<file path="src/rtl/mod_synth_sequencer.sv">
// Sample-rate scheduler: divides i_clk to the sample rate, triggers the synth, FIFOs its output.
// Optional WAIT watchdog enabled by defining MOD_SYNTH_SEQ_TIMEOUT_EN.
module mod_synth_sequencer #(
  parameter int unsigned CLK_DIV    = 1042,
  parameter int unsigned TIMEOUT    = 256,
  parameter int unsigned FIFO_DEPTH = 4
) (
  input  logic               i_clk,
  input  logic               i_nrst,
  input  logic               i_enable,
  input  logic               i_clear_errors,
  output logic [63:0]        o_time,
  output logic               o_trigger,
  input  logic               i_synth_ready,
  input  logic signed [31:0] i_synth_sound,
  output logic signed [31:0] o_sample,
  output logic               o_sample_valid,
  input  logic               i_sample_ready,
  output logic               o_busy,
  output logic               o_overrun,
  output logic               o_overflow,
  output logic               o_timeout
);

  if (CLK_DIV < 8 || TIMEOUT + 4 >= CLK_DIV || FIFO_DEPTH < 2 ||
      (FIFO_DEPTH & (FIFO_DEPTH - 1)) != 0) begin : g_bad_params
    $error("mod_synth_sequencer: illegal parameter combination");
  end

  localparam int unsigned        DIV_W     = $clog2(CLK_DIV);
  localparam logic [DIV_W-1:0]   DIV_LAST  = DIV_W'(CLK_DIV - 1);
  localparam int unsigned        PTR_W     = $clog2(FIFO_DEPTH);
  localparam logic [PTR_W:0]     FIFO_FULL = (PTR_W + 1)'(FIFO_DEPTH);

  typedef enum logic [1:0] {S_IDLE, S_TRIGGER, S_WAIT, S_STORE} state_t;

  state_t             state_q;
  logic [DIV_W-1:0]   div_q;
  logic [63:0]        tick_cnt_q;
  logic [63:0]        time_q;
  logic               trigger_q;
  logic               busy_q;
  logic signed [31:0] sound_q;
  logic               overrun_q;
  logic               overflow_q;
  logic               tick;

  logic signed [31:0] mem_q [FIFO_DEPTH];
  logic [PTR_W-1:0]   wr_ptr_q, rd_ptr_q;
  logic [PTR_W:0]     cnt_q, cnt_d;
  logic               valid_q;
  logic               push, pop, full, push_ok;

`ifdef MOD_SYNTH_SEQ_TIMEOUT_EN
  localparam int unsigned    WD_W    = $clog2(TIMEOUT + 1);
  localparam logic [WD_W-1:0] WD_LAST = WD_W'(TIMEOUT - 1);
  logic [WD_W-1:0] wd_q;
  logic            timeout_q;
`endif

  assign tick = i_enable && (div_q == DIV_LAST);

  always_ff @(posedge i_clk or negedge i_nrst) begin
    if (!i_nrst) begin
      div_q      <= '0;
      tick_cnt_q <= '0;
    end else begin
      if (!i_enable || tick) div_q <= '0;
      else                   div_q <= div_q + 1'b1;
      if (tick) tick_cnt_q <= tick_cnt_q + 64'd1;
    end
  end

  always_ff @(posedge i_clk or negedge i_nrst) begin
    if (!i_nrst) begin
      state_q   <= S_IDLE;
      time_q    <= '0;
      trigger_q <= 1'b0;
      busy_q    <= 1'b0;
      sound_q   <= '0;
`ifdef MOD_SYNTH_SEQ_TIMEOUT_EN
      wd_q      <= '0;
      timeout_q <= 1'b0;
`endif
    end else begin
      trigger_q <= 1'b0;
`ifdef MOD_SYNTH_SEQ_TIMEOUT_EN
      // Later set in WAIT overrides this clear, so a coincident timeout stays flagged.
      if (i_clear_errors) timeout_q <= 1'b0;
`endif
      case (state_q)
        S_IDLE: if (tick) begin
          time_q    <= tick_cnt_q;
          trigger_q <= 1'b1;
          busy_q    <= 1'b1;
          state_q   <= S_TRIGGER;
        end
        S_TRIGGER: begin
`ifdef MOD_SYNTH_SEQ_TIMEOUT_EN
          wd_q    <= '0;
`endif
          state_q <= S_WAIT;
        end
        S_WAIT: begin
          if (i_synth_ready) begin
            sound_q <= i_synth_sound;
            state_q <= S_STORE;
          end
`ifdef MOD_SYNTH_SEQ_TIMEOUT_EN
          else if (wd_q == WD_LAST) begin
            sound_q   <= '0;
            timeout_q <= 1'b1;
            state_q   <= S_STORE;
          end else begin
            wd_q <= wd_q + 1'b1;
          end
`endif
        end
        S_STORE: begin
          busy_q  <= 1'b0;
          state_q <= S_IDLE;
        end
        default: state_q <= S_IDLE;
      endcase
    end
  end

  assign pop     = valid_q && i_sample_ready;
  assign full    = (cnt_q == FIFO_FULL);
  assign push    = (state_q == S_STORE);
  assign push_ok = push && (!full || pop);

  always_comb begin
    cnt_d = cnt_q;
    case ({push_ok, pop})
      2'b10:   cnt_d = cnt_q + 1'b1;
      2'b01:   cnt_d = cnt_q - 1'b1;
      default: cnt_d = cnt_q;
    endcase
  end

  always_ff @(posedge i_clk or negedge i_nrst) begin
    if (!i_nrst) begin
      for (int unsigned i = 0; i < FIFO_DEPTH; i++) mem_q[i] <= '0;
      wr_ptr_q <= '0;
      rd_ptr_q <= '0;
      cnt_q    <= '0;
      valid_q  <= 1'b0;
    end else begin
      if (push_ok) begin
        mem_q[wr_ptr_q] <= sound_q;
        wr_ptr_q        <= wr_ptr_q + 1'b1;
      end
      if (pop) rd_ptr_q <= rd_ptr_q + 1'b1;
      cnt_q   <= cnt_d;
      valid_q <= (cnt_d != '0);
    end
  end

  always_ff @(posedge i_clk or negedge i_nrst) begin
    if (!i_nrst) begin
      overrun_q  <= 1'b0;
      overflow_q <= 1'b0;
    end else begin
      overrun_q  <= (overrun_q && !i_clear_errors) || (tick && state_q != S_IDLE);
      overflow_q <= (overflow_q && !i_clear_errors) || (push && full && !pop);
    end
  end

  assign o_time         = time_q;
  assign o_trigger      = trigger_q;
  assign o_sample       = mem_q[rd_ptr_q];
  assign o_sample_valid = valid_q;
  assign o_busy         = busy_q;
  assign o_overrun      = overrun_q;
  assign o_overflow     = overflow_q;
`ifdef MOD_SYNTH_SEQ_TIMEOUT_EN
  assign o_timeout      = timeout_q;
`else
  assign o_timeout      = 1'b0;
`endif

endmodule
</file>
<file path="config.mk">
export PLATFORM = sky130hd
export DESIGN_NAME = mod_synth_sequencer
export DESIGN_NICKNAME = d
export VERILOG_FILES = /design/src/rtl/mod_synth_sequencer.sv
export SDC_FILE = /design/constraint.sdc
export NUM_CORES = 1
export LEC_CHECK = 0
export CAP_MARGIN = 20
export CORE_MARGIN = 2
export CORE_UTILIZATION = 40
export DETAILED_ROUTE_END_ITERATION = 8
export GPL_TIMING_DRIVEN = 0
export MAX_ROUTING_LAYER = met4
export PLACE_DENSITY_LB_ADDON = 0.08
export SLEW_MARGIN = 20
export SYNTH_ARGS = -nofsm -noshare
export SYNTH_HDL_FRONTEND = slang
export SYNTH_SLANG_ARGS = --single-unit
export TNS_END_PERCENT = 50
</file>
<file path="constraint.sdc">
create_clock -name i_clk -period 2.76 [get_ports i_clk]
set_clock_uncertainty 0.15 [all_clocks]
set_input_delay 0.276 -clock i_clk [delete_from_list [all_inputs] [get_ports i_clk]]
set_output_delay 0.276 -clock i_clk [all_outputs]
set_load 0.02 [all_outputs]
</file>
**Word level (Yosys, flattened, before mapping)**

Cells that the tools add are included.

- Bits in writable memories: 0
- Register bits after elaboration: 313
- Output and inout port bits: 102
- Bits in read-only memories: 0
- Bits in latches: 0
- Memories kept: 0
- Input port bits: 38

- Add/subtract/negate cells: 6
- Shift-type cells: 0
- Multiplexer cells: 15
- Bitwise logic cells: 2
- Reductions and logical operators: 25
- Div/mod/pow operators: 0
- $mul: 0
- Order comparisons: 3
- Equality and inequality tests: 9

Operators by type and width:

| kind | count |
|---|---|
| bitwise mux 128 bit | 1 |
| two-way mux 32 bit | 3 |
| adder 64 x 1 -> 64 bit (second input constant) | 1 |
| binary-select mux 32 bit (select 2 bit) | 1 |
| demux 32 bit (select 2 bit) | 1 |
| adder 11 x 1 -> 11 bit (second input constant) | 1 |
| equality test 11 bit (second input constant) | 1 |
| two-way mux 11 bit | 1 |
| logical AND 1 bit | 9 |
| one-hot mux 2 bit (4 select lines) | 1 |
| AND reduction 2 bit | 4 |
| equality test 2 bit (second input constant) | 3 |
| >= comparator 3 bit (second input constant) | 2 |
| inverter 2 -> 3 bit | 2 |
| one-hot mux 3 bit (2 select lines) | 1 |
| adder 2 x 1 -> 2 bit (second input constant) | 2 |
| equality test 2 x 1 -> 1 bit (second input constant) | 2 |
| zero test 1 bit | 4 |
| logical OR 1 bit | 4 |
| two-way mux 2 bit | 2 |
| != test 2 bit (second input constant) | 2 |
| nonzero test 2 bit | 2 |
| adder 3 x 1 -> 3 bit (second input constant) | 1 |
| equality test 3 bit (second input constant) | 1 |
| 6 further kinds | 8 |

**Depth between registers and ports, before layout**

Gate-level depths: netlist of the first run.

- Word-level depth: 7
- Mapped depth: 10
- Depth with buffers taken out: 10

**Least setup slack after synthesis of the first run**

Ideal clock, no wire load.

- Kind: reg-to-reg
- From: register valid_q, in the netlist o_sample_valid
- To: register valid_q, in the netlist o_sample_valid
- Slack: 0.105 ns
- Clock period less this slack: 2.655 ns
- Arrival: 2.374 ns
- Stages on the path, launching flop included: 8
- Path buffers: 0
- Cells stage by stage: dfrtp_1 nand2_1 a31oi_1 inv_1 ha_1 fa_1 mux2_2 or3_1

- Longest elaborated chain between the ends: 6
- Elaborated cells between the ends (all ways): 7

Ends and longest elaborated chain:

| element | line | text |
|---|---|---|
| start: declaration | 51 | `logic valid_q;` |
| start signal: assignment | 156 | `valid_q <= (cnt_d != '0);` |
| logical AND 1 bit (*) | 128 | `assign pop = valid_q && i_sample_ready;` |
| logical OR 1 bit | 131 | `assign push_ok = push && (!full \|\| pop);` |
| logical AND 1 bit | 131 |  |
| equality test 2 x 1 -> 1 bit or equality test 2 bit (tied branches) | 135 | `case ({push_ok, pop})` |
| one-hot mux 3 bit (2 select lines) (*) | 135 |  |
| named net cnt_d[1] | 50 | `logic [PTR_W:0] cnt_q, cnt_d;` |
| nonzero test 3 bit (*) | 156 |  |

The timed path passes the listed nets; every way through them passes the cells marked *.
A chain may end at the register's enable or synchronous reset.

**Final worst setup path of the first run**

- From: register div_q[3]
- To: register tick_cnt_q[63]

- Longest elaborated chain between the ends: 2

Ends and longest elaborated chain:

| element | line | text |
|---|---|---|
| start: declaration | 38 | `logic [DIV_W-1:0] div_q;` |
| start signal: assignment | 69 | `else div_q <= div_q + 1'b1;` |
| equality test 11 bit | 61 | `assign tick = i_enable && (div_q == DIV_LAST);` |
| logical AND 1 bit | 61 |  |
| end signal: assignment | 70 | `if (tick) tick_cnt_q <= tick_cnt_q + 64'd1;` |
| end: declaration | 39 | `logic [63:0] tick_cnt_q;` |

Every way passes these cells.

==> impl_metrics.env, run 1 <==
export IMPL_drt_initial_drc_count=310
export IMPL_crit_fanout=5
export IMPL_dr_total_vias=7969
export IMPL_syn_area_um2=13300
export IMPL_drive_above_1_share_pct=30.2
export IMPL_clkSinkCount=313
export IMPL_antenna_cells=0
export IMPL_setup_viol=0
export IMPL_synth_seq_cells=313
export IMPL_htreeDepth=2
export IMPL_ys_warn_count=0
export IMPL_track_usage_pct=17.3
export IMPL_fmaxAchievable_ghz=0.364
export IMPL_wire_per_inst_um=18.1
export IMPL_worst_path_largest_cell_delay_ps=610
export IMPL_cts_tree="built"
export IMPL_status="complete, no violations"
export IMPL_stdcell_count=1585
export IMPL_rr_endpoint="tick_cnt_q[63]"
export IMPL_path_cells="or4b_4 -> nor4_4 -> nand3_1 -> nor4_2 -> xor2_1"
export IMPL_slew_viol_final=0
export IMPL_placed_cell_area_um2=15300
export IMPL_critPathLaunchType="flop"
export IMPL_maxCapViolations=0
export IMPL_grt_pass1_wl_um=47000
export IMPL_maxSlewHeadroom_pct=49.3
export IMPL_synthCells=934
export IMPL_worst_setup_path_type="reg2reg"
export IMPL_insertion_delay_ps=510
export IMPL_syn_area_per_cell_um2=14.2
export IMPL_postSynth_asyncResetShare_pct=100
export IMPL_cts_buffer_depth=3
export IMPL_initial_utilization_pct=40.8
export IMPL_cts_buffers=37
export IMPL_die_x_um=186
export IMPL_hold_violations=0
export IMPL_fp_dieArea_um2=34700
export IMPL_total_power_mw=10.5
export IMPL_clk_pin_slew_worst_paths_ps=60
export IMPL_drc=0
export IMPL_finalNetCount=1166
export IMPL_worstPathRequired_ps=3050
export IMPL_critical_path_buf_inv_count=0
export IMPL_syn2layout_area_growth_pct=25.7
export IMPL_synth_edf_count=0
export IMPL_p_per_area_nw_per_um2=631
export IMPL_yosysSeqAreaShare_pct=58.9
export IMPL_antenna_found_initial=0
export IMPL_overflow=0
export IMPL_num_io_pins=140
export IMPL_via_per_inst=5.03
export IMPL_die_h_um=186
export IMPL_hold_slack_ps=144
export IMPL_ant_nets=0
export IMPL_fillers=2791
export IMPL_core_um2=32600
export IMPL_placed_cells=1517
export IMPL_p_leak_nw=8.29
export IMPL_hp_class="in2async"
export IMPL_gp_congestion=0.781
export IMPL_reg2reg_from="div_q[3]"
export IMPL_worst_pin_slew_ps=757
export IMPL_design_area_um2=16700
export IMPL_crit_arrival_ps=3030
export IMPL_fin_crit_sh_pct=99.5
export IMPL_fin_crit_ps=2750
export IMPL_synth_ff_type="dfrtp_1"
export IMPL_rows=66
export IMPL_peakVddDrop_uv=518
export IMPL_rsz0062_at_grt="yes"
export IMPL_root_buffer="clkbuf_16"
export IMPL_rr_worst_depth=5
export IMPL_synth_nets=985
export IMPL_first_pass_iters=4
export IMPL_crit_family="simple AND/OR/NAND/NOR gates"
export IMPL_ff2ff_setup_slack_ps=10
export IMPL_cp_slowest_cell="nor4_4"
export IMPL_grt_max_degree=94
export IMPL_synth_cell_types=41
export IMPL_portBuffers=138
export IMPL_grt_pass1_vias=8527
export IMPL_dpl_hpwl_um=18900
export IMPL_worst_setup_path_end_kind="flop"
export IMPL_routed_wl_um=28700
## layout by cell type (no fill, tap or decap), types with 4 or more instances in the layout
cell / synthesis / layout
clkinv_2: 0 / 7
mux4_2: 32 / 32
and4_1: 4 / 4
nor4_1: 10 / 9
dlymetal6s2s_1: 0 / 16
clkbuf_8: 0 / 13
a21oi_1: 4 / 4
xor2_1: 44 / 44
nand4_1: 23 / 23
nor2_1: 35 / 35
nor3_1: 21 / 21
ha_1: 12 / 12
clkbuf_16: 0 / 39
xnor2_1: 31 / 31
and3_1: 8 / 8
nand2_1: 45 / 45
and2_1: 6 / 6
nand3_1: 37 / 37
clkbuf_1: 7 / 7
clkdlybuf4s50_1: 0 / 118
mux2_2: 220 / 220
o21ai_0: 11 / 11
buf_1: 25 / 21
or3_1: 4 / 4
dfrtp_1: 313 / 312
inv_1: 16 / 16
## synthesized netlist by cell type, types with 2 or more instances
master	number	area share, %
inv_1	16	0.45
xnor2_1	31	2.0
and4_1	4	0.26
nor2_1	35	0.99
nor4_4	2	0.32
nand2_1	45	1.3
nor4_1	10	0.47
xor2_1	44	2.9
o22ai_1	2	0.094
or4_1	2	0.11
mux4_2	32	5.4
and3_1	8	0.38
nor4_2	2	0.19
a21oi_1	4	0.15
nor3_1	21	0.79
buf_2	2	0.075
nand4_1	23	1.1
ha_1	12	1.1
clkbuf_1	7	0.20
mux2_2	220	19
nand3_1	37	1.4
buf_1	25	0.71
o21ai_0	11	0.41
or3_1	4	0.19
dfrtp_1	313	59
and2_1	6	0.28
nor2b_1	2	0.094
## through the flow
step           setup slack (ps)  setup TNS, ps  utilization (%)
3_5_place_dp               -576         -43560             47.0
6_report                   14.4              0             51.3
4_1_cts                   -5.28          -10.2             51.1
3_3_place_gp             -13010       -4103810             46.7
5_1_grt                   -86.8           -237             51.3
2_1_floorplan               105              0                -
## how the worst max path moves through the flow
stage,cells past startpoint,end,slack [ps],from
floorplan,7,o_sample_valid,110,o_sample_valid
global placement,1,o_time[43],-13010,i_nrst
detailed placement,4,o_sample[19],-580,rd_ptr_q[0]
CTS,3,o_sample[29],-5,rd_ptr_q[0]
global route,5,tick_cnt_q[47],-90,div_q[3]
finish,5,tick_cnt_q[63],10,div_q[3]
## final cells by class
| cell class | instances | area [um2] | area share (%) |
|---|---|---|---|
| flip-flops and latches | 313 | 7830 | 46.8 |
| clock inverters | 11 | 111 | 0.666 |
| well taps | 442 | 553 | 3.31 |
| inverters | 16 | 60.1 | 0.359 |
| clock buffers | 56 | 1160 | 6.94 |
| plain buffers | 34 | 180 | 1.08 |
| multi-input cells | 569 | 5300 | 31.7 |
| repair buffers | 144 | 1530 | 9.15 |
## state kept, by name, indices dropped and copies added, names as in the netlist
register,cells
tick_cnt_q,64
wr_ptr_q,2
rd_ptr_q,2
o_busy,1
o_overflow,1
state_q,2
o_time,64
o_overrun,1
sound_q,32
o_trigger,1
o_sample_valid,1
mem_q,128
div_q,11
cnt_q,3
## logic make-up (layout without fill, tap and decap cells)
| group | count (synthesis) | after routing | share of synthesized area, % |
|---|---|---|---|
| flops | 313 | 313 | 58.9 |
| mux | 252 | 252 | 24.0 |
| compound gates | 21 | 21 | 0.922 |
| other cells | 1 | 1 | 0.0282 |
| simple gates | 207 | 207 | 8.39 |
| fa+ha+maj | 13 | 13 | 1.28 |
| buf+inv | 52 | 261 | 1.52 |
| xor+xnor | 75 | 75 | 4.94 |
## layer usage
layer / global-route usage (%) / share of wire (%) / routed length (um)
met1: 22.5 / 45 / 13000
met2: 27.5 / 48 / 13800
met3: 3.37 / 4.4 / 1250
met4: 5.54 / 2.6 / 737
met5: - / 0 / 0
## where the power goes
group	leakage [nW]	switching (mW)	internal (mW)	total, mW
Sequential	4.33	0.0732	4.64	4.71
Combinational	3.32	0.458	0.401	0.859
Clock	0.633	1.89	3.09	4.97
Total	8.29	2.42	8.13	10.5
## timing repair
action	4_1_cts	5_1_grt
gates resized for setup	32	19
setup endpoints to repair	62	95
endpoints found under the hold margin	61	0
hold buffers	1	0
pin swaps	0	1
buffers inserted	2	0
Power figures use the tool's default switching activity.
==> run 2: changes to the inputs <==
- RECOVER_POWER: not set -> 100
==> run 2 against run 1 <==
  * The flow now finishes with violations (max-capacitance violations, max-slew violations)
  * Design area fell by 0.84%
  * Sequential share of layout area increased by 0.39 points
  * Combinational power shrank 2%
  * Clock power about the same
  * Register-to-register slack improved by 20 ps
  * Via count up 0.26%
  * Die area did not move
  * Worst setup slack lost 12 ps
  * Final cell count is the same
  * Global-route usage did not move
  * Largest cell class unchanged
  * Highest routed layer unchanged
==> impl_metrics.env, run 2 (synthesis results as in run 1) <==
export IMPL_drive_above_1_share_pct=30.0
export IMPL_antenna_found_initial=0
export IMPL_num_io_pins=140
export IMPL_grt_pass1_vias=8527
export IMPL_fin_crit_ps=2760
export IMPL_drt_initial_drc_count=288
export IMPL_fp_dieArea_um2=34700
export IMPL_fillers=2809
export IMPL_via_per_inst=5.04
export IMPL_placed_cell_area_um2=15300
export IMPL_core_um2=32600
export IMPL_crit_arrival_ps=2330
export IMPL_dp_slack_ps=-576
export IMPL_total_power_mw=10.5
export IMPL_cts_buffers=37
export IMPL_maxCapViolations=1
export IMPL_worstPathRequired_ps=2330
export IMPL_top_register="mem_q"
export IMPL_largest_reg_flops=128
export IMPL_clkSinkCount=313
export IMPL_dpl_hpwl_um=18900
export IMPL_hold_violations=0
export IMPL_initial_utilization_pct=40.8
export IMPL_design_area_um2=16600
export IMPL_mostFrequentLayoutCells="dfrtp_1, mux2_2, dlygate4sd3_1"
export IMPL_failed_checks="max-capacitance violations, max-slew violations"
export IMPL_htreeDepth=2
export IMPL_grt_max_degree=94
export IMPL_routed_wl_um=28700
export IMPL_dr_total_vias=7990
export IMPL_worst_setup_path_end_kind="output pin"
export IMPL_timing_final_ws_setup_ps=2.75
export IMPL_track_usage_pct=17.3
export IMPL_maxSlewHeadroom_pct=-11.2
export IMPL_finalNetCount=1166
export IMPL_syn2layout_area_growth_pct=24.7
export IMPL_setup_viol=0
export IMPL_ant_nets=0
export IMPL_gp_congestion=0.781
export IMPL_worst_pin_slew_ps=1670
export IMPL_fmaxAchievable_ghz=0.363
export IMPL_drc=0
export IMPL_peakVddDrop_uv=519
export IMPL_die_h_um=186
export IMPL_rsz0062_at_grt="yes"
export IMPL_die_x_um=186
export IMPL_portBuffers=138
export IMPL_cts_tree="built"
export IMPL_hp_class="in2reg"
export IMPL_crit_fanout=10
export IMPL_first_pass_iters=4
export IMPL_rows=66
export IMPL_antenna_cells=0
export IMPL_clk_pin_slew_worst_paths_ps=60
export IMPL_cts_buffer_depth=3
export IMPL_utilization_pct=50.8
export IMPL_overflow=0
export IMPL_root_buffer="clkbuf_16"
export IMPL_status="finished, violations left"
export IMPL_critPathLaunchType="flop"
export IMPL_p_leak_nw=8.23
export IMPL_wire_per_inst_um=18.1
export IMPL_p_per_area_nw_per_um2=635
export IMPL_grt_pass1_wl_um=47000
export IMPL_fin_crit_sh_pct=99.9
export IMPL_insertion_delay_ps=510
export IMPL_worst_setup_path_type="reg2out"
export IMPL_layout_commonest_cell="dfrtp_1"
export IMPL_slew_viol_final=62
-- run 2: area by class of cell --
cell class | count | area, um2 | share of cell area, %
Buffer | 34 | 175 | 1.06
Clock buffer | 56 | 1160 | 6.99
Clock inverter | 11 | 111 | 0.672
Inverter | 16 | 60.1 | 0.362
Multi-Input combinational cell | 569 | 5300 | 31.9
Sequential cell | 313 | 7830 | 47.2
Tap cell | 442 | 553 | 3.34
Timing Repair Buffer | 144 | 1400 | 8.41
-- run 2: per-layer routing --
metal / vias to the layer above / part of all wire (%) / GRT usage [%]
met3: 52 / 4.3 / 3.37
met4: 0 / 2.5 / 5.54
met1: 4079 / 45 / 22.5
li1: 3704 / - / -
met5: - / 0 / -
met2: 155 / 48 / 27.5
-- run 2: worst max-delay path, cell delays in order, from the launching register on --
cell and delay, ps:
dfrtp_1 490, buf_6 240, mux4_2 530, clkdlybuf4s50_1 550
-- run 2: per-stage QoR --
| step | TNS (ps) | hold slack, ps | instances |
|---|---|---|---|
| after floorplan | 0 | -170 | 934 |
| after global placement | -4103810 | 309 | 1514 |
| after detailed placement | -43560 | 106 | 1517 |
| after CTS | -10.2 | 147 | 1585 |
| after global routing | -2590 | 209 | 1585 |
| final | 0 | 222 | 1585 |
-- run 2: power by group --
part,switching (mW),internal [mW]
Combinational,0.454,0.388
Clock,1.89,3.09
Sequential,0.0712,4.64
Total,2.42,8.11
-- run 2: worst paths after layout --
kind                                    from             end  slack (ps)  cells past startpoint
setup / recovery                 rd_ptr_q[0]    o_sample[26]           3                      3
hold / removal             i_synth_sound[25]     sound_q[25]         220                      2
setup reg to reg                    div_q[3]  tick_cnt_q[63]          30                      5
hold reg to reg               tick_cnt_q[63]  tick_cnt_q[63]         320                      1
max in group asynchronous             i_nrst      o_time[61]         360                      4
min in group asynchronous             i_nrst     sound_q[28]         580                      2
-- run 2: repair_timing --
action	in CTS	in global routing
gates cloned	0	0
pin swaps	0	1
setup buffers	2	0
resized for setup	32	19
endpoints found under the hold margin	61	0
hold buffers	1	0
endpoints found under the setup margin	62	95
